<file path="config.mk">
export PLATFORM = sky130hd
export DESIGN_NAME = pipe_hazard_ctrl_flat
export DESIGN_NICKNAME = d
export VERILOG_FILES = /design/src/rtl/pipe_ctrl_pkg.sv /design/src/rtl/pipe_hazard_ctrl_if.sv /design/src/rtl/mem_hs_fsm.sv /design/src/rtl/pipe_hazard_ctrl.sv /design/src/flat_wrapper.sv
export SDC_FILE = /design/constraint.sdc
export NUM_CORES = 1
export LEC_CHECK = 0
export BUFFER_PORTS_ARGS = -buffer_cell sky130_fd_sc_hd__buf_2
export CORE_ASPECT_RATIO = 1.5
export CORE_MARGIN = 5
export CORE_UTILIZATION = 33
export CTS_BUF_LIST = sky130_fd_sc_hd__clkbuf_8
export DETAILED_ROUTE_END_ITERATION = 8
export GPL_TIMING_DRIVEN = 1
export PLACE_DENSITY = 0.62
export SLEW_MARGIN = 20
export SYNTH_ARGS = -nofsm -noshare
export SYNTH_HDL_FRONTEND = slang
export SYNTH_SLANG_ARGS = --single-unit
</file>
<file path="constraint.sdc">
create_clock -name clk -period 5.5 [get_ports clk]
set_clock_uncertainty 0.1 [all_clocks]
set_input_delay 0.825 -clock clk [delete_from_list [all_inputs] [get_ports clk]]
set_output_delay 0.825 -clock clk [all_outputs]
set_load 0.02 [all_outputs]
</file>
<file path="src/rtl/pipe_ctrl_pkg.sv">
// Shared types and constants for the pipeline hazard/stall controller.
package pipe_ctrl_pkg;

  // Controller states; the encoding is visible on the debug state signal.
  typedef enum logic [1:0] {
    IDLE = 2'd0,
    REQ  = 2'd1,
    WAIT = 2'd2,
    HALT = 2'd3
  } state_t;

  // Register x0 is hard-wired to zero, so it never creates a dependency.
  localparam logic [4:0] REG_X0 = 5'd0;

  // Width of the memory wait/timeout counter.
  localparam int TIMEOUT_W = 16;

endpackage

</file>
<file path="src/rtl/pipe_hazard_ctrl_if.sv">
// Data-memory request handshake between the hazard controller and memory.
// Handshake rules: the controller holds mem_req_valid high for as long as a
// request is pending; the request is taken in the first cycle where
// mem_req_valid and mem_req_ready are both high. mem_rsp_valid is a
// one-cycle completion strobe and may coincide with the accepting cycle.
// dbg_state mirrors the controller state for observation only.
interface pipe_hazard_ctrl_if;
  import pipe_ctrl_pkg::*;

  logic   mem_req_valid;
  logic   mem_req_ready;
  logic   mem_rsp_valid;
  state_t dbg_state;

  modport master (
    output mem_req_valid,
    output dbg_state,
    input  mem_req_ready,
    input  mem_rsp_valid
  );

  modport slave (
    input  mem_req_valid,
    input  dbg_state,
    output mem_req_ready,
    output mem_rsp_valid
  );
endinterface

</file>
<file path="src/rtl/mem_hs_fsm.sv">
// Data-memory handshake FSM: owns the IDLE/REQ/WAIT/HALT state register,
// the registered request strobe and the WAIT timeout counter. It reports
// freeze, release and timeout to the top; the halt request comes from above.
module mem_hs_fsm
  import pipe_ctrl_pkg::*;
#(
  parameter int MEM_TIMEOUT  = 255,
  parameter bit RESET_HALTED = 1'b0
) (
  input  logic   clk,
  input  logic   rst,
  input  logic   start,
  input  logic   halt_req,
  input  logic   mem_req_ready,
  input  logic   mem_rsp_valid,
  output state_t state_o,
  output logic   freeze,
  output logic   mem_release,
  output logic   timeout,
  output logic   mem_req_valid,
  output logic   halted
);

  localparam state_t                RST_STATE   = RESET_HALTED ? HALT : IDLE;
  localparam logic [TIMEOUT_W-1:0] TIMEOUT_LIM = TIMEOUT_W'(MEM_TIMEOUT);

  state_t               state_q, state_d;
  logic [TIMEOUT_W-1:0] wait_cnt_q, wait_cnt_d;
  logic                 mem_req_q, mem_req_d;
  logic                 halted_q, halted_d;

  // Decode freeze/release/timeout for the current cycle and advance the wait counter.
  always_comb begin
    freeze      = 1'b0;
    mem_release = 1'b0;
    timeout     = 1'b0;
    wait_cnt_d  = '0;
    unique case (state_q)
      IDLE: freeze = start;
      REQ: begin
        mem_release = mem_req_ready & mem_rsp_valid;
        freeze      = ~mem_release;
      end
      WAIT: begin
        mem_release = mem_rsp_valid;
        freeze      = ~mem_release;
        wait_cnt_d  = wait_cnt_q + TIMEOUT_W'(1);
        // A response arriving on the last allowed cycle still wins.
        timeout     = ~mem_rsp_valid & (wait_cnt_d == TIMEOUT_LIM);
      end
      default: freeze = 1'b1;
    endcase
  end

  // Next state; a halt request overrides everything, dropping any outstanding access.
  always_comb begin
    state_d = state_q;
    if (halt_req) begin
      state_d = HALT;
    end else begin
      unique case (state_q)
        IDLE: if (start) state_d = REQ;
        REQ:  if (mem_req_ready) state_d = mem_rsp_valid ? IDLE : WAIT;
        WAIT: begin
          if (mem_rsp_valid) state_d = IDLE;
          else if (timeout)  state_d = HALT;
        end
        default: state_d = HALT;
      endcase
    end
    mem_req_d = (state_d == REQ);
    halted_d  = (state_d == HALT);
  end

  // State register with registered request/halt outputs.
  always_ff @(posedge clk or posedge rst) begin
    if (rst) begin
      state_q    <= RST_STATE;
      wait_cnt_q <= '0;
      mem_req_q  <= 1'b0;
      halted_q   <= RESET_HALTED;
    end else begin
      state_q    <= state_d;
      wait_cnt_q <= wait_cnt_d;
      mem_req_q  <= mem_req_d;
      halted_q   <= halted_d;
    end
  end

  assign state_o       = state_q;
  assign mem_req_valid = mem_req_q;
  assign halted        = halted_q;

endmodule

</file>
<file path="src/rtl/pipe_hazard_ctrl.sv">
// Hazard and stall controller for the 5-stage RV32 pipeline: stage load
// enables, flush/bubble strobes, load-use and branch handling, memory freeze
// and ebreak halt. Optional performance counters: define PIPE_PERF_CNT_EN.
module pipe_hazard_ctrl
  import pipe_ctrl_pkg::*;
#(
  parameter int MEM_TIMEOUT  = 255,
  parameter bit RESET_HALTED = 1'b0
) (
  input  logic        clk,
  input  logic        rst,
  input  logic [4:0]  rs1_D,
  input  logic [4:0]  rs2_D,
  input  logic        reg_ren_D,
  input  logic [4:0]  rd_E,
  input  logic        MemRead_E,
  input  logic        PCSrc_E,
  input  logic        MemRead_M,
  input  logic        MemWrite_M,
  input  logic        ebreak_W,
  pipe_hazard_ctrl_if.master mem,
  output logic        valid_F,
  output logic        valid_D,
  output logic        valid_E,
  output logic        valid_M,
  output logic        flush_D,
  output logic        bubble_E,
  output logic        halted,
  output logic        mem_err,
  output logic [31:0] stall_cnt,
  output logic [31:0] flush_cnt
);

  state_t state;
  logic   mem_op_M, load_use;
  logic   freeze, mem_release, timeout, fsm_halted, fsm_req;
  logic   mem_err_q, mem_err_d;

  assign mem_op_M = MemRead_M | MemWrite_M;
  assign load_use = MemRead_E & (rd_E != REG_X0) & reg_ren_D &
                    ((rs1_D == rd_E) | (rs2_D == rd_E));

  mem_hs_fsm #(
    .MEM_TIMEOUT  (MEM_TIMEOUT),
    .RESET_HALTED (RESET_HALTED)
  ) u_mem_hs (
    .clk           (clk),
    .rst           (rst),
    .start         (mem_op_M),
    .halt_req      (ebreak_W),
    .mem_req_ready (mem.mem_req_ready),
    .mem_rsp_valid (mem.mem_rsp_valid),
    .state_o       (state),
    .freeze        (freeze),
    .mem_release   (mem_release),
    .timeout       (timeout),
    .mem_req_valid (fsm_req),
    .halted        (fsm_halted)
  );

  assign mem.mem_req_valid = fsm_req;
  assign mem.dbg_state     = state;
  assign halted            = fsm_halted & ~rst;
  assign mem_err           = mem_err_q;

  // Stage enables: halt, then memory freeze/release, then branch over load-use.
  always_comb begin
    valid_F  = 1'b0;
    valid_D  = 1'b0;
    valid_E  = 1'b0;
    valid_M  = 1'b0;
    flush_D  = 1'b0;
    bubble_E = 1'b0;
    if (rst || state == HALT || freeze) begin
      // everything held; hazards in D/E are masked until release
    end else if (mem_release) begin
      {valid_F, valid_D, valid_E, valid_M} = 4'hF;
    end else if (PCSrc_E) begin
      {valid_F, valid_D, valid_E, valid_M} = 4'hF;
      flush_D  = 1'b1;
      bubble_E = 1'b1;
    end else if (load_use) begin
      {valid_F, valid_D, valid_E, valid_M} = 4'b0111;
      bubble_E = 1'b1;
    end else begin
      {valid_F, valid_D, valid_E, valid_M} = 4'hF;
    end
  end

  // Memory timeout is sticky until reset.
  always_comb begin
    mem_err_d = mem_err_q | timeout;
  end

  // Sticky error flop.
  always_ff @(posedge clk or posedge rst) begin
    if (rst) mem_err_q <= 1'b0;
    else     mem_err_q <= mem_err_d;
  end

`ifdef PIPE_PERF_CNT_EN
  logic [31:0] stall_cnt_q, stall_cnt_d;
  logic [31:0] flush_cnt_q, flush_cnt_d;

  // Count fetch-stall cycles outside HALT and flush strobes; both wrap.
  always_comb begin
    stall_cnt_d = stall_cnt_q + ((~valid_F && state != HALT) ? 32'd1 : 32'd0);
    flush_cnt_d = flush_cnt_q + (flush_D ? 32'd1 : 32'd0);
  end

  // Performance counter flops.
  always_ff @(posedge clk or posedge rst) begin
    if (rst) begin
      stall_cnt_q <= '0;
      flush_cnt_q <= '0;
    end else begin
      stall_cnt_q <= stall_cnt_d;
      flush_cnt_q <= flush_cnt_d;
    end
  end

  assign stall_cnt = stall_cnt_q;
  assign flush_cnt = flush_cnt_q;
`else
  assign stall_cnt = '0;
  assign flush_cnt = '0;
`endif

endmodule

</file>
<file path="src/flat_wrapper.sv">
// flat-port wrapper written by rule: the top's interface ports become plain ports
module pipe_hazard_ctrl_flat import pipe_ctrl_pkg::*;
#(
  parameter int MEM_TIMEOUT  = 255,
  parameter bit RESET_HALTED = 1'b0
)
  (clk, rst, rs1_D, rs2_D, reg_ren_D, rd_E, MemRead_E, PCSrc_E, MemRead_M, MemWrite_M, ebreak_W, valid_F, valid_D, valid_E, valid_M, flush_D, bubble_E, halted, mem_err, stall_cnt, flush_cnt, mem_mem_req_valid, mem_dbg_state, mem_mem_req_ready, mem_mem_rsp_valid);
  pipe_hazard_ctrl_if mem_i ();
  input  logic clk;
  input  logic rst;
  input  logic [4:0] rs1_D;
  input  logic [4:0] rs2_D;
  input  logic reg_ren_D;
  input  logic [4:0] rd_E;
  input  logic MemRead_E;
  input  logic PCSrc_E;
  input  logic MemRead_M;
  input  logic MemWrite_M;
  input  logic ebreak_W;
  output logic valid_F;
  output logic valid_D;
  output logic valid_E;
  output logic valid_M;
  output logic flush_D;
  output logic bubble_E;
  output logic halted;
  output logic mem_err;
  output logic [31:0] stall_cnt;
  output logic [31:0] flush_cnt;
  output wire logic [$bits(mem_i.mem_req_valid)-1:0] mem_mem_req_valid;
  output wire logic [$bits(mem_i.dbg_state)-1:0] mem_dbg_state;
  input wire logic [$bits(mem_i.mem_req_ready)-1:0] mem_mem_req_ready;
  input wire logic [$bits(mem_i.mem_rsp_valid)-1:0] mem_mem_rsp_valid;
  assign mem_mem_req_valid = mem_i.mem_req_valid;
  assign mem_dbg_state = mem_i.dbg_state;
  assign mem_i.mem_req_ready = mem_mem_req_ready;
  assign mem_i.mem_rsp_valid = mem_mem_rsp_valid;
  pipe_hazard_ctrl #(.MEM_TIMEOUT(MEM_TIMEOUT), .RESET_HALTED(RESET_HALTED)) u_core (.clk(clk), .rst(rst), .rs1_D(rs1_D), .rs2_D(rs2_D), .reg_ren_D(reg_ren_D), .rd_E(rd_E), .MemRead_E(MemRead_E), .PCSrc_E(PCSrc_E), .MemRead_M(MemRead_M), .MemWrite_M(MemWrite_M), .ebreak_W(ebreak_W), .mem(mem_i), .valid_F(valid_F), .valid_D(valid_D), .valid_E(valid_E), .valid_M(valid_M), .flush_D(flush_D), .bubble_E(bubble_E), .halted(halted), .mem_err(mem_err), .stall_cnt(stall_cnt), .flush_cnt(flush_cnt));
endmodule
</file>
==> metrics.log, run 1 <==
[metrics] Synth area leaders: sky130_fd_sc_hd__dfrtp_1 (28%), sky130_fd_sc_hd__buf_4 (26%), sky130_fd_sc_hd__xnor2_1 (6.9%)
[metrics] Layout area overhead: 2.10%
[metrics] clock tree from TritonCTS: yes
[metrics] number of routed nets with antenna violations: 0
[metrics] cell types with the highest counts after synthesis: sky130_fd_sc_hd__buf_4 (66), sky130_fd_sc_hd__dfrtp_1 (21), sky130_fd_sc_hd__nor2_1 (19)
[metrics] Psw: 129 uW
[metrics] Min-Delay Startpoint: u_core.mem_err
[metrics] final setup slack of the worst path: 2.29 ns
[metrics] end point of the worst hold path: u_core.mem_err
[metrics] final-stage net count: 289
[metrics] worst slew margin relative to its limit: 0.469
[metrics] CP endpoint kind: output pin
[metrics] DRC violations left: 0
[metrics] status: completed
[metrics] Synth Flop Type: sky130_fd_sc_hd__dfrtp_1
[metrics] depth of the most critical reg-to-reg path: 6
[metrics] crit path max fanout: 16
[metrics] Crit path arrival time: 2.28 ns
[metrics] Power Density: 187 mW/mm^2
[metrics] drt first-iter violations: 17
[metrics] maximum ir drop on the vdd rail: 0.0731 mV
[metrics] number of buffers on the longest clock path: 2
[metrics] Reg2Reg Capture Point: u_core.u_mem_hs.mem_req_valid
[metrics] area share of the largest cell type after synthesis: 0.276
[metrics] final-layout fill cell count: 629
[metrics] leakage dissipation: 0.000964 uW
[metrics] shortest period the worst path allows: 3.21 ns
[metrics] slew at the pin with the worst max-slew slack: 0.795 ns
[metrics] antenna diode count: 0
[metrics] grt total ovfl: 0
[metrics] path class of the lowest-slack min-delay path: flip-flop to flip-flop
[metrics] cell type contributing the most total cell area after synthesis: sky130_fd_sc_hd__dfrtp_1
[metrics] floorplan row count: 34
[metrics] Synth Warn #: 0
[metrics] sequential-to-total area share from yosys stat: 0.276
[metrics] number of register bits inferred by synthesis: 21
[metrics] final wirelength: 3.77 mm
[metrics] total routing resource utilization after global routing: 0.0966
[metrics] Pre-Repair DR Iteration Count: 4
[metrics] number of distinct library cells after synthesis: 40
[metrics] HPWL reported at the end of detailed placement: 3.06 mm
[metrics] final hold viol count: 0
[metrics] largest net degree at the start of global routing: 22
[metrics] fraction of layout instances using a drive strength above 1: 0.168
[metrics] count of vias placed by the detailed router: 1,413
[metrics] Switching Share: 0.355
[metrics] final slew viol count: 0
[metrics] maximum frequency from static timing analysis: 312 MHz
[metrics] hold buffer count at cts: 0
[metrics] root buffer selected by CTS: sky130_fd_sc_hd__clkbuf_8
[metrics] height of the chip: 103 microns
[metrics] worst-case setup slack after placement: 2.52 ns
[metrics] share of power burned in combinational logic: 0.276
[metrics] share of flip-flops with an asynchronous set or reset after synthesis: 1.00
[metrics] setup repair after global routing missed its margin: false
[metrics] Final Cycle Share: 0.583
[metrics] most repeated cell in the gate-level netlist after synthesis: sky130_fd_sc_hd__buf_4
[metrics] Die Wd: 72.0 microns
[metrics] kind of launch point of the worst setup path: flip-flop
[metrics] Std-Cell Core Area: 0.00570 sq mm
[metrics] setup repair bufs after CTS: 0
[metrics] Clock Sinks: 21
[metrics] synthesized area: 0.00191 sq mm
[metrics] Max-Cap Viols: 0
[metrics] number of global-route vias before repair: 1,232
[metrics] cell internal power dissipation: 234 uW
[metrics] average instance area after synthesis: 8.55 sq um
[metrics] number of enable flip-flop cells after synthesis: 0
[metrics] category of the most critical setup path: flip-flop to output pin
[metrics] die area: 0.00743 sq mm
[metrics] number of levels the H-tree was split into: 1
[metrics] reg2reg start: u_core.u_mem_hs.wait_cnt_q[0]
[metrics] share of total power in the clock network: 0.274
[metrics] Inserted Clock Buffers: 3
[metrics] starting utilization of the core area: 0.334
[metrics] sequential power share: 0.450
[metrics] synthesized instance count: 223
[metrics] data required time at the worst endpoint: 4.58 ns
[metrics] count of cells along the worst hold path: 1
[metrics] minimum setup slack among reg-to-reg paths: 3.11 ns
[metrics] clk slew on worst S/H paths: 0.08 ns
[metrics] number of ports placed on the die boundary: 100
[metrics] first-pass GRT wire length: 5.49 mm
[metrics] number of setup violations in the final report: 0
[metrics] gp weighted congestion: 0.818
[metrics] Routed wire per std cell: 11.5 microns
[metrics] worst skew pair latency: 0.26 ns
[metrics] initial antenna violation count: 0
[metrics] worst-case hold slack: 0.373 ns
[metrics] port buffer count: 35
[metrics] vias per std cell: 4.31
[metrics] final setup TNS: 0 ns
[metrics] post-CTS sizing: 0
sequential cells by signal, indices dropped and copies added (netlist names):
| register | flops |
|---|---|
| u_core.u_mem_hs.mem_req_valid | 1 |
| u_core.u_mem_hs.wait_cnt_q | 16 |
| u_core.u_mem_hs.halted | 1 |
| u_core.u_mem_hs.state_o | 2 |
| u_core.mem_err | 1 |
layout by cell type (no fill, tap or decap), types with 2 or more instances in the layout:
cell and count:
sky130_fd_sc_hd__and3_1 2, sky130_fd_sc_hd__o21ai_0 5, sky130_fd_sc_hd__nand2_1 11, sky130_fd_sc_hd__inv_1 8
sky130_fd_sc_hd__ha_1 7, sky130_fd_sc_hd__and2_1 2, sky130_fd_sc_hd__clkbuf_8 3, sky130_fd_sc_hd__conb_1 64
sky130_fd_sc_hd__dfrtp_1 21, sky130_fd_sc_hd__nor2_1 19, sky130_fd_sc_hd__o22ai_1 3, sky130_fd_sc_hd__nor3_1 9
sky130_fd_sc_hd__o31ai_1 2, sky130_fd_sc_hd__o21a_1 2, sky130_fd_sc_hd__nand3_1 10, sky130_fd_sc_hd__a21oi_1 4
sky130_fd_sc_hd__xor2_1 7, sky130_fd_sc_hd__nor2b_1 3, sky130_fd_sc_hd__a21boi_0 2, sky130_fd_sc_hd__nand4_1 3
sky130_fd_sc_hd__buf_2 35, sky130_fd_sc_hd__and4b_1 2, sky130_fd_sc_hd__xnor2_1 15
per-stage QoR:
stage / total power, uW / instance area (sq um) / cells / util
2_1_floorplan: 277 / 2140 / 286 / -
3_3_place_gp: 265 / 1900 / 324 / 0.333
3_5_place_dp: 266 / 1900 / 324 / 0.333
4_1_cts: 365 / 1950 / 328 / 0.341
5_1_grt: 385 / 1950 / 328 / 0.341
6_report: 363 / 1950 / 328 / 0.341
cell type report:
cell class              count  area, sq um  share of cell area
flip-flops and latches     21          526               0.270
well taps                  72         90.1              0.0463
inverters                   7         26.3              0.0135
clock inverters             1         3.75             0.00193
clock buffers               3         41.3              0.0212
multi-input cells         189         1080               0.557
repair buffers             35          175              0.0900
metal layers:
layer / wire length (microns) / track usage / share of wire
met1: 1340 / 0.0918 / 0.36
met2: 1920 / 0.183 / 0.51
met3: 414 / 0.0195 / 0.11
met4: 95 / 0.0666 / 0.025
met5: 0 / 0 / 0
kinds of logic (layout without fill, tap and decap cells):
| group | count (synthesis) | in the layout | synth area share |
|---|---|---|---|
| AOI/OAI and AO/OA | 27 | 27 | 0.106 |
| xor gates and xnor gates | 22 | 22 | 0.101 |
| adders and majority gates | 7 | 7 | 0.0460 |
| buffers and inverters | 76 | 46 | 0.280 |
| DFF | 21 | 21 | 0.276 |
| other | 1 | 64 | 0.00197 |
| and+or+nand+nor | 69 | 69 | 0.190 |
power by group through the flow:
stage	clock network (uW)	logic [uW]	registers, uW
floorplan	0	108	169
global placement	0	99.2	166
detailed placement	0	99.6	166
CTS	102	99.8	163
global route	110	111	164
finish	99.5	100	163
how the worst max path moves through the flow:
stage / endpoint / from / cells after the start
2_1_floorplan: valid_F / MemWrite_M / 4
3_3_place_gp: bubble_E / rd_E[0] / 5
3_5_place_dp: valid_F / rd_E[0] / 5
4_1_cts: bubble_E / u_core.u_mem_hs.state_o[0] / 7
5_1_grt: bubble_E / u_core.u_mem_hs.state_o[0] / 7
6_report: bubble_E / u_core.u_mem_hs.state_o[0] / 7
worst max-delay path, cell delays in order, from the launching register on:
cell and delay, ns:
sky130_fd_sc_hd__dfrtp_1 0.45, sky130_fd_sc_hd__inv_1 0.09, sky130_fd_sc_hd__ha_1 0.25, sky130_fd_sc_hd__inv_1 0.44, sky130_fd_sc_hd__a21oi_1 0.17, sky130_fd_sc_hd__nor4_1 0.24, sky130_fd_sc_hd__a21boi_0 0.19, sky130_fd_sc_hd__buf_2 0.19
Note: power is estimated with default switching activity, not from simulation.
==> run 2: changes to the inputs <==
--- a/config.mk
+++ b/config.mk
@@ -5,6 +5,7 @@
 export SDC_FILE = /design/constraint.sdc
 export NUM_CORES = 1
 export LEC_CHECK = 0
+export ABC_AREA = 1
 export BUFFER_PORTS_ARGS = -buffer_cell sky130_fd_sc_hd__buf_2
 export CORE_ASPECT_RATIO = 1.5
 export CORE_MARGIN = 5
@@ -12,7 +13,7 @@
 export CTS_BUF_LIST = sky130_fd_sc_hd__clkbuf_8
 export DETAILED_ROUTE_END_ITERATION = 8
 export GPL_TIMING_DRIVEN = 1
-export PLACE_DENSITY = 0.62
+export PLACE_DENSITY = 0.63
 export SLEW_MARGIN = 20
 export SYNTH_ARGS = -nofsm -noshare
 export SYNTH_HDL_FRONTEND = slang
==> constraint.sdc (replaced) <==
create_clock -name clk -period 2.8 [get_ports clk]
set_clock_uncertainty 0.1 [all_clocks]
set_input_delay 0.42 -clock clk [delete_from_list [all_inputs] [get_ports clk]]
set_output_delay 0.42 -clock clk [all_outputs]
set_load 0.02 [all_outputs]
==> run 2 against run 1 <==
Net effect:
- synthesized cell count grew 26%
- routed wire length increased by 3.5%
- global-route usage increased by 0.15 points
- final cell count grew 19%
- non-clock buffer count is 1 higher
- combinational power is 78% higher
- setup slack worse by 2.1 ns
- via count rose by 16%
- critical path depth up 1
- flip-flop and latch count stayed put
- critical path type unchanged
==> metrics.log, run 2 <==
[metrics] floorplan row count: 34 (unchanged)
[metrics] maximum frequency from static timing analysis: 388 MHz
[metrics] number of buffers on the longest clock path: 2 (unchanged)
[metrics] final setup slack of the worst path: 0.222 ns (-2.07 ns)
[metrics] worst slew margin relative to its limit: 0.470 (+0.00101)
[metrics] clk slew on worst S/H paths: 0.08 ns (about the same)
[metrics] share of flip-flops with an asynchronous set or reset after synthesis: 1.00 (unchanged)
[metrics] gp weighted congestion: 0.917 (+12%)
[metrics] max FFs per register: 16 (unchanged)
[metrics] root buffer selected by CTS: sky130_fd_sc_hd__clkbuf_8
[metrics] leakage dissipation: 0.00106 uW (+10%)
[metrics] maximum ir drop on the vdd rail: 0.163 mV (+120%)
[metrics] Switching Share: 0.355 (about the same)
[metrics] worst skew pair latency: 0.26 ns (about the same)
[metrics] setup repair bufs after CTS: 0 (unchanged)
[metrics] number of ports placed on the die boundary: 100 (unchanged)
[metrics] average instance area after synthesis: 7.08 sq um (-17%)
[metrics] crit-path leading delay family: flip-flops
[metrics] Psw: 246 uW (+91%)
[metrics] met1 usage in global routing: 0.0936 (+0.00181)
[metrics] grt total ovfl: 0 (unchanged)
[metrics] worst stage delay on the critical path: 0.43 ns (-0.02 ns)
[metrics] hold buffer count at cts: 0 (unchanged)
[metrics] total routing resource utilization after global routing: 0.0981 (+0.00151)
[metrics] final wirelength: 3.90 mm (+3.5%)
[metrics] fraction of layout instances using a drive strength above 1: 0.176 (+0.00813)
[metrics] antenna diode count: 0 (unchanged)
[metrics] most repeated cell in the gate-level netlist after synthesis: sky130_fd_sc_hd__buf_4
[metrics] status: completed
[metrics] cell breakdown of the critical path: inv_1 > ha_1 > o21ai_0 > o221ai_1 > nor4_2 > nand2_1 > a21oi_1 > buf_2
[metrics] count of vias placed by the detailed router: 1,638 (+16%)
[metrics] first-pass GRT wire length: 6.24 mm (+14%)
[metrics] category of the most critical setup path: flip-flop to output pin
[metrics] share of total power in the clock network: 0.287 (+0.013)
[metrics] number of register bits inferred by synthesis: 21 (unchanged)
[metrics] Routed wire per std cell: 9.99 microns (-13%)
[metrics] layer with the highest usage: met2
[metrics] initial antenna violation count: 0 (unchanged)
[metrics] number of setup violations in the final report: 0 (unchanged)
[metrics] Std-Cell Core Area: 0.00583 sq mm (+2.2%)
[metrics] CP endpoint kind: output pin
[metrics] vias per std cell: 4.20 (-2.5%)
[metrics] data required time at the worst endpoint: 2.28 ns (-2.30 ns)
[metrics] post-CTS sizing: 0 (unchanged)
[metrics] met2 Usage GRT: 0.182 (-0.000613)
[metrics] synthesized instance count: 282 (+26%)
[metrics] Synth Warn #: 0 (unchanged)
[metrics] cell internal power dissipation: 447 uW (+91%)
[metrics] number of enable flip-flop cells after synthesis: 0 (unchanged)
[metrics] largest net degree at the start of global routing: 22 (unchanged)
[metrics] Max-Cap Viols: 0 (unchanged)
[metrics] sequential power share: 0.455 (+0.005)
[metrics] die area: 0.00774 sq mm (+4.2%)
[metrics] number of levels the H-tree was split into: 1 (unchanged)
[metrics] port buffer count: 35 (unchanged)
[metrics] Inserted Clock Buffers: 3 (unchanged)
[metrics] Die Wd: 73.5 microns (+2.0%)
[metrics] synthesized area: 0.00200 sq mm (+4.8%)
[metrics] worst-case setup slack after placement: 0.513 ns (-2.00 ns)
[metrics] height of the chip: 105 microns (+2.1%)
[metrics] Final Cycle Share: 0.921
[metrics] path class of the lowest-slack min-delay path: input port to async pin
[metrics] share of power burned in combinational logic: 0.257 (-0.019)
[metrics] crit path max fanout: 6 (-10)
[metrics] setup repair after global routing missed its margin: false
[metrics] Synth area leaders: sky130_fd_sc_hd__dfrtp_1 (26%), sky130_fd_sc_hd__buf_4 (25%), sky130_fd_sc_hd__nand2_1 (9.2%)
[metrics] final-layout fill cell count: 633 (+0.64%)
[metrics] area share of the largest cell type after synthesis: 0.263 (-0.0126)
[metrics] register containing the most flip-flops in the final layout: u_core.u_mem_hs.wait_cnt_q
[metrics] clock tree from TritonCTS: yes
[metrics] global-route track usage on met3: 0.0248 (+0.00525)
[metrics] top library cells by usage in the layout, fill and taps aside: sky130_fd_sc_hd__conb_1 (64), sky130_fd_sc_hd__nand2_1 (49), sky130_fd_sc_hd__inv_1 (35), sky130_fd_sc_hd__buf_2 (35), sky130_fd_sc_hd__nor2_1 (29)
[metrics] Crit path arrival time: 2.06 ns (-0.22 ns)
[metrics] final setup TNS: 0 ns (unchanged)
[metrics] Clock Sinks: 21 (unchanged)
[metrics] leading cell type in the layout, fill and taps excluded: sky130_fd_sc_hd__conb_1
[metrics] starting utilization of the core area: 0.343 (+0.00835)
[metrics] Pre-Repair DR Iteration Count: 4 (unchanged)
[metrics] sequential-to-total area share from yosys stat: 0.263 (-0.0126)
[metrics] Layout area overhead: 3.07%
[metrics] number of distinct library cells after synthesis: 26 (-35%)
[metrics] HPWL reported at the end of detailed placement: 3.40 mm (+11%)
[metrics] drt first-iter violations: 40 (+23)
[metrics] number of global-route vias before repair: 1,562 (+27%)
[metrics] Buffers & Inverters on Critical Path: 2 (-1)
[metrics] Synth Flop Type: sky130_fd_sc_hd__dfrtp_1
[metrics] DRC violations left: 0 (unchanged)
[metrics] final-stage net count: 351 (+21%)
[metrics] final slew viol count: 0 (unchanged)
[metrics] cell type contributing the most total cell area after synthesis: sky130_fd_sc_hd__dfrtp_1
[metrics] final hold viol count: 0 (unchanged)
[metrics] Power Density: 337 mW/mm^2 (+80%)
[metrics] slew at the pin with the worst max-slew slack: 0.793 ns (-0.00152 ns)
[metrics] shortest period the worst path allows: 2.58 ns
[metrics] kind of launch point of the worst setup path: flip-flop
[metrics] number of routed nets with antenna violations: 0 (unchanged)
[metrics] cell with the largest stage delay on the worst path: sky130_fd_sc_hd__dfrtp_1
[metrics] cell types with the highest counts after synthesis: sky130_fd_sc_hd__buf_4 (66), sky130_fd_sc_hd__nand2_1 (49), sky130_fd_sc_hd__inv_1 (34)
-- run 2: changes by cell type after synthesis, sizes merged, moves of 5 or more --
cell	change
a21oi	+7
inv	+29
nand2	+42
nand3	+7
nand4	+5
nor2	+17
nor3	-5
xnor2	-11
-- run 2: final cells by class --
class                           instances  area, sq um  share of cell area
Clock buffer                            3         41.3              0.0201
Inverter                               37          139              0.0675
Timing Repair Buffer                   36          183              0.0888
Tap cell                               72         90.1              0.0438
Clock inverter                          1         3.75             0.00182
Multi-Input combinational cell        220         1080               0.523
Sequential cell                        21          526               0.255
-- run 2: cell families (layout without fill, tap and decap cells) --
group,Yosys count,count (layout),share of synthesized area
fa+ha+maj,7,7,0.0439
other cells,1,64,0.00188
compound gates,21,21,0.0602
buf+inv,104,77,0.320
xor+xnor,9,9,0.0395
flops,21,21,0.263
simple gates,119,119,0.272
-- run 2: power by group through the flow --
stage	registers, uW	logic, uW	clock network, uW
4_1_cts	316	177	205
6_report	316	178	199
3_3_place_gp	321	176	0
2_1_floorplan	325	199	0
3_5_place_dp	322	177	0
5_1_grt	316	197	213
-- run 2: per-stage QoR --
stage | total power (uW) | util | area [sq um] | hold slack (ns) | instances
CTS | 698 | 0.353 | 2060 | 0.278 | 390
detailed placement | 499 | 0.345 | 2010 | 0.350 | 386
global placement | 498 | 0.345 | 2010 | 0.344 | 386
floorplan | 524 | - | 2240 | 0.297 | 345
finish | 693 | 0.353 | 2060 | 0.232 | 390
global route | 726 | 0.353 | 2060 | 0.320 | 390
-- run 2: final timing paths --
check / slack, ns / cells past startpoint / to / start
worst max register to register: 0.77 / 13 / u_core.u_mem_hs.mem_req_valid / u_core.u_mem_hs.wait_cnt_q[0]
worst min-delay path: 0.23 / 2 / u_core.u_mem_hs.wait_cnt_q[7] / rst
worst max-delay path: 0.22 / 8 / bubble_E / u_core.u_mem_hs.state_o[1]
max in group asynchronous: 1.88 / 2 / u_core.u_mem_hs.mem_req_valid / rst
worst min register to register: 0.37 / 2 / u_core.mem_err / u_core.mem_err
min in group clk: 0.37 / 2 / u_core.mem_err / u_core.mem_err
-- run 2: layer usage --
layer  vias up  share of wire  wire, microns
met5         -              0              0
met4         0          0.031            121
met3        11          0.092            360
met2        67           0.54           2090
met1       734           0.34           1320
li1        826              -              -
==> run 3: changes to the inputs <==
--- a/config.mk
+++ b/config.mk
@@ -14,6 +14,7 @@
 export DETAILED_ROUTE_END_ITERATION = 8
 export GPL_TIMING_DRIVEN = 1
 export PLACE_DENSITY = 0.63
+export SETUP_SLACK_MARGIN = 0.5
 export SLEW_MARGIN = 20
 export SYNTH_ARGS = -nofsm -noshare
 export SYNTH_HDL_FRONTEND = slang
==> run 3 against run 2 <==
Net effect:
- via count increased by 2.1%
- flip-flop and latch count unchanged
- die area unchanged
- first-iteration DRC count is 130% higher
- routed wire length is 7.1% higher
- largest power group unchanged
- clock-buffer cell count unchanged
- global-route usage is 0.81 points higher
- register-to-register slack gained 0.04 ns
- non-clock buffer count up 2
- clock power down 3%
- utilization is 1.7 points higher
==> metrics.log, run 3 (same netlist as run 2, synthesis figures left out) <==
[metrics] status: completed
[metrics] depth of the most critical reg-to-reg path: 13 (unchanged)
[metrics] Layout area overhead: 7.96%
[metrics] Clock Sinks: 21 (unchanged)
[metrics] HPWL reported at the end of detailed placement: 3.52 mm (+3.4%)
[metrics] number of global-route vias before repair: 1,548 (-0.90%)
[metrics] category of the most critical setup path: flip-flop to output pin
[metrics] vias per std cell: 4.27 (+1.6%)
[metrics] top library cells by usage in the layout, fill and taps aside: sky130_fd_sc_hd__conb_1 (64), sky130_fd_sc_hd__nand2_1 (48), sky130_fd_sc_hd__inv_1 (32), sky130_fd_sc_hd__buf_2 (32), sky130_fd_sc_hd__nor2_1 (28)
[metrics] die area: 0.00774 sq mm (unchanged)
[metrics] Routed wire per std cell: 10.6 microns (+6.5%)
[metrics] final-stage net count: 353 (+0.57%)
[metrics] antenna diode count: 0 (unchanged)
[metrics] Worst Setup SP: u_core.u_mem_hs.state_o[0]
[metrics] final hold viol count: 0 (unchanged)
[metrics] data required time at the worst endpoint: 2.28 ns (about the same)
[metrics] max FFs per register: 16 (unchanged)
[metrics] final std cells w/o fill: 392 (+0.51%)
[metrics] gp weighted congestion: 0.936 (+2.0%)
[metrics] path class of the lowest-slack min-delay path: input port to async pin
[metrics] number of setup violations in the final report: 0 (unchanged)
[metrics] number of routed nets with antenna violations: 0 (unchanged)
[metrics] fraction of layout instances using a drive strength above 1: 0.225 (+0.0489)
[metrics] worst skew pair latency: 0.26 ns (about the same)
[metrics] floorplan row count: 34 (unchanged)
[metrics] Die Wd: 73.5 microns (unchanged)
[metrics] leading cell type in the layout, fill and taps excluded: sky130_fd_sc_hd__conb_1
[metrics] number of ports placed on the die boundary: 100 (unchanged)
[metrics] number of buffers on the longest clock path: 2 (unchanged)
[metrics] drt first-iter violations: 91 (+130%)
[metrics] Post-DP Area: 0.00205 sq mm (+1.6%)
[metrics] initial antenna violation count: 0 (unchanged)
[metrics] Max-Cap Viols: 0 (unchanged)
[metrics] largest net degree at the start of global routing: 22 (unchanged)
[metrics] shortest period the worst path allows: 2.28 ns (-0.296 ns)
[metrics] Placed Cells: 385 (-0.26%)
[metrics] setup repair after global routing missed its margin: true
[metrics] crit-path leading delay family: flip-flops
[metrics] first-pass GRT wire length: 6.62 mm (+6.1%)
[metrics] Std-Cell Core Area: 0.00583 sq mm (unchanged)
[metrics] cell with the largest stage delay on the worst path: sky130_fd_sc_hd__dfrtp_2
[metrics] grt total ovfl: 0 (unchanged)
[metrics] Final Cycle Share: 0.815 (-0.106)
[metrics] total routing resource utilization after global routing: 0.106 (+0.00806)
[metrics] root buffer selected by CTS: sky130_fd_sc_hd__clkbuf_8
[metrics] Psw: 250 uW (+1.8%)
[metrics] maximum ir drop on the vdd rail: 0.109 mV (-33%)
[metrics] worst stage delay on the critical path: 0.45 ns (+0.02 ns)
[metrics] sequential power share: 0.451 (-0.004)
[metrics] clk slew on worst S/H paths: 0.07 ns (about the same)
[metrics] cell breakdown of the critical path: inv_4 > ha_2 > clkinv_4 > o221ai_2 > nor4_4 > nand2_2 > a21oi_4 > buf_6
[metrics] hold buffer count at cts: 0 (unchanged)
[metrics] worst-case hold slack: 0.264 ns (+0.0321 ns)
[metrics] slew at the pin with the worst max-slew slack: 0.847 ns (+0.0538 ns)
[metrics] clock tree from TritonCTS: yes
[metrics] final setup TNS: 0 ns (unchanged)
[metrics] height of the chip: 105 microns (unchanged)
[metrics] count of vias placed by the detailed router: 1,672 (+2.1%)
[metrics] share of power burned in combinational logic: 0.274 (+0.017)
[metrics] register containing the most flip-flops in the final layout: u_core.u_mem_hs.wait_cnt_q
[metrics] port buffer count: 35 (unchanged)
[metrics] maximum frequency from static timing analysis: 438 MHz (+13%)
[metrics] cell internal power dissipation: 454 uW (+1.5%)
[metrics] Inserted Clock Buffers: 3 (unchanged)
[metrics] CP endpoint kind: output pin
[metrics] Crit path arrival time: 1.76 ns (-0.30 ns)
[metrics] number of cells on the critical path: 8 (unchanged)
[metrics] DRC violations left: 0 (unchanged)
[metrics] crit path max fanout: 5 (-1)
[metrics] worst slew margin relative to its limit: 0.434 (-0.0359)
[metrics] starting utilization of the core area: 0.343 (unchanged)
[metrics] final wirelength: 4.17 mm (+7.1%)
[metrics] reg2reg start: u_core.u_mem_hs.wait_cnt_q[1]
[metrics] share of total power in the clock network: 0.275 (-0.012)
[metrics] number of levels the H-tree was split into: 1 (unchanged)
[metrics] Buffers & Inverters on Critical Path: 3 (+1)
[metrics] Switching Share: 0.355 (+0.000627)
[metrics] final slew viol count: 0 (unchanged)
[metrics] Pre-Repair DR Iteration Count: 4 (unchanged)
[metrics] kind of launch point of the worst setup path: flip-flop
[metrics] Power Density: 327 mW/mm^2 (-3.0%)
[metrics] final cell area excluding filler cells: 0.00216 sq mm (+4.7%)
[metrics] leakage dissipation: 0.00107 uW (+0.55%)
==> run 3: cell count changes in the layout (fill, tap and decap cells not counted), moves of 3 or more <==
cell / delta
sky130_fd_sc_hd__buf_2: -3
sky130_fd_sc_hd__buf_4: +3
sky130_fd_sc_hd__ha_1: -3
sky130_fd_sc_hd__inv_1: -3
sky130_fd_sc_hd__o21ai_0: -3
==> run 3: routing by layer <==
metal  vias to the layer above  global-route usage  part of all wire
met2                        91               0.204              0.52
met1                       740               0.102              0.33
li1                        827                   -                 -
met4                         0              0.0622             0.029
met3                        14              0.0124              0.12
met5                         -                   0                 0
==> run 3: worst reg2reg max path: stages (launching register included) <==
cell and delay [ns]:
sky130_fd_sc_hd__dfrtp_1 0.44, sky130_fd_sc_hd__ha_1 0.22, sky130_fd_sc_hd__nand2_1 0.13, sky130_fd_sc_hd__nor2_4 0.18, sky130_fd_sc_hd__nand4_1 0.11, sky130_fd_sc_hd__nand2_1 0.12, sky130_fd_sc_hd__nand3_1 0.08, sky130_fd_sc_hd__nor2_1 0.13
sky130_fd_sc_hd__nand3_2 0.12, sky130_fd_sc_hd__nand2_1 0.09, sky130_fd_sc_hd__nand2_1 0.06, sky130_fd_sc_hd__nand2_2 0.07, sky130_fd_sc_hd__nand2_1 0.05, sky130_fd_sc_hd__inv_1 0.04
==> run 3: repair_timing <==
item                                    in CTS  in global routing
buffers inserted                             3                  0
hold endpoints to repair                     0                  0
pin swaps                                    2                  1
resized for setup                            8                  7
endpoints found under the setup margin       6                  3
==> run 3: worst paths after layout <==
path | end | slack, ns
min in group clk | u_core.mem_err | 0.36
worst max register to register | u_core.u_mem_hs.halted | 0.81
max in group asynchronous | u_core.u_mem_hs.state_o[0] | 1.76
worst min register to register | u_core.mem_err | 0.36
worst min-delay path | u_core.u_mem_hs.halted | 0.26
worst max-delay path | bubble_E | 0.52
==> run 3: area by class of cell <==
class	instances	area, sq um
clock inverter	1	3.75
multi-input combinational	220	1130
clock buffer	3	41.3
sequential	21	528
timing repair buffer	38	213
fill	627	3670
inverter	37	146
tap	72	90.1
==> run 3: stage by stage <==
stage | util | total power (uW) | worst slack, ns
after global routing | 0.370 | 743 | 0.403
final | 0.370 | 705 | 0.518
after floorplan | - | 531 | 0.500
after detailed placement | 0.351 | 505 | 0.450
after global placement | 0.351 | 503 | 0.527
after CTS | 0.366 | 707 | 0.505
==> run 3: power by group through the flow <==
stage / Sequential, uW / Clock, uW / Combinational [uW]
4_1_cts: 317 / 202 / 189
6_report: 318 / 194 / 193
5_1_grt: 319 / 212 / 211
2_1_floorplan: 326 / 0 / 205
3_5_place_dp: 323 / 0 / 182
3_3_place_gp: 322 / 0 / 181
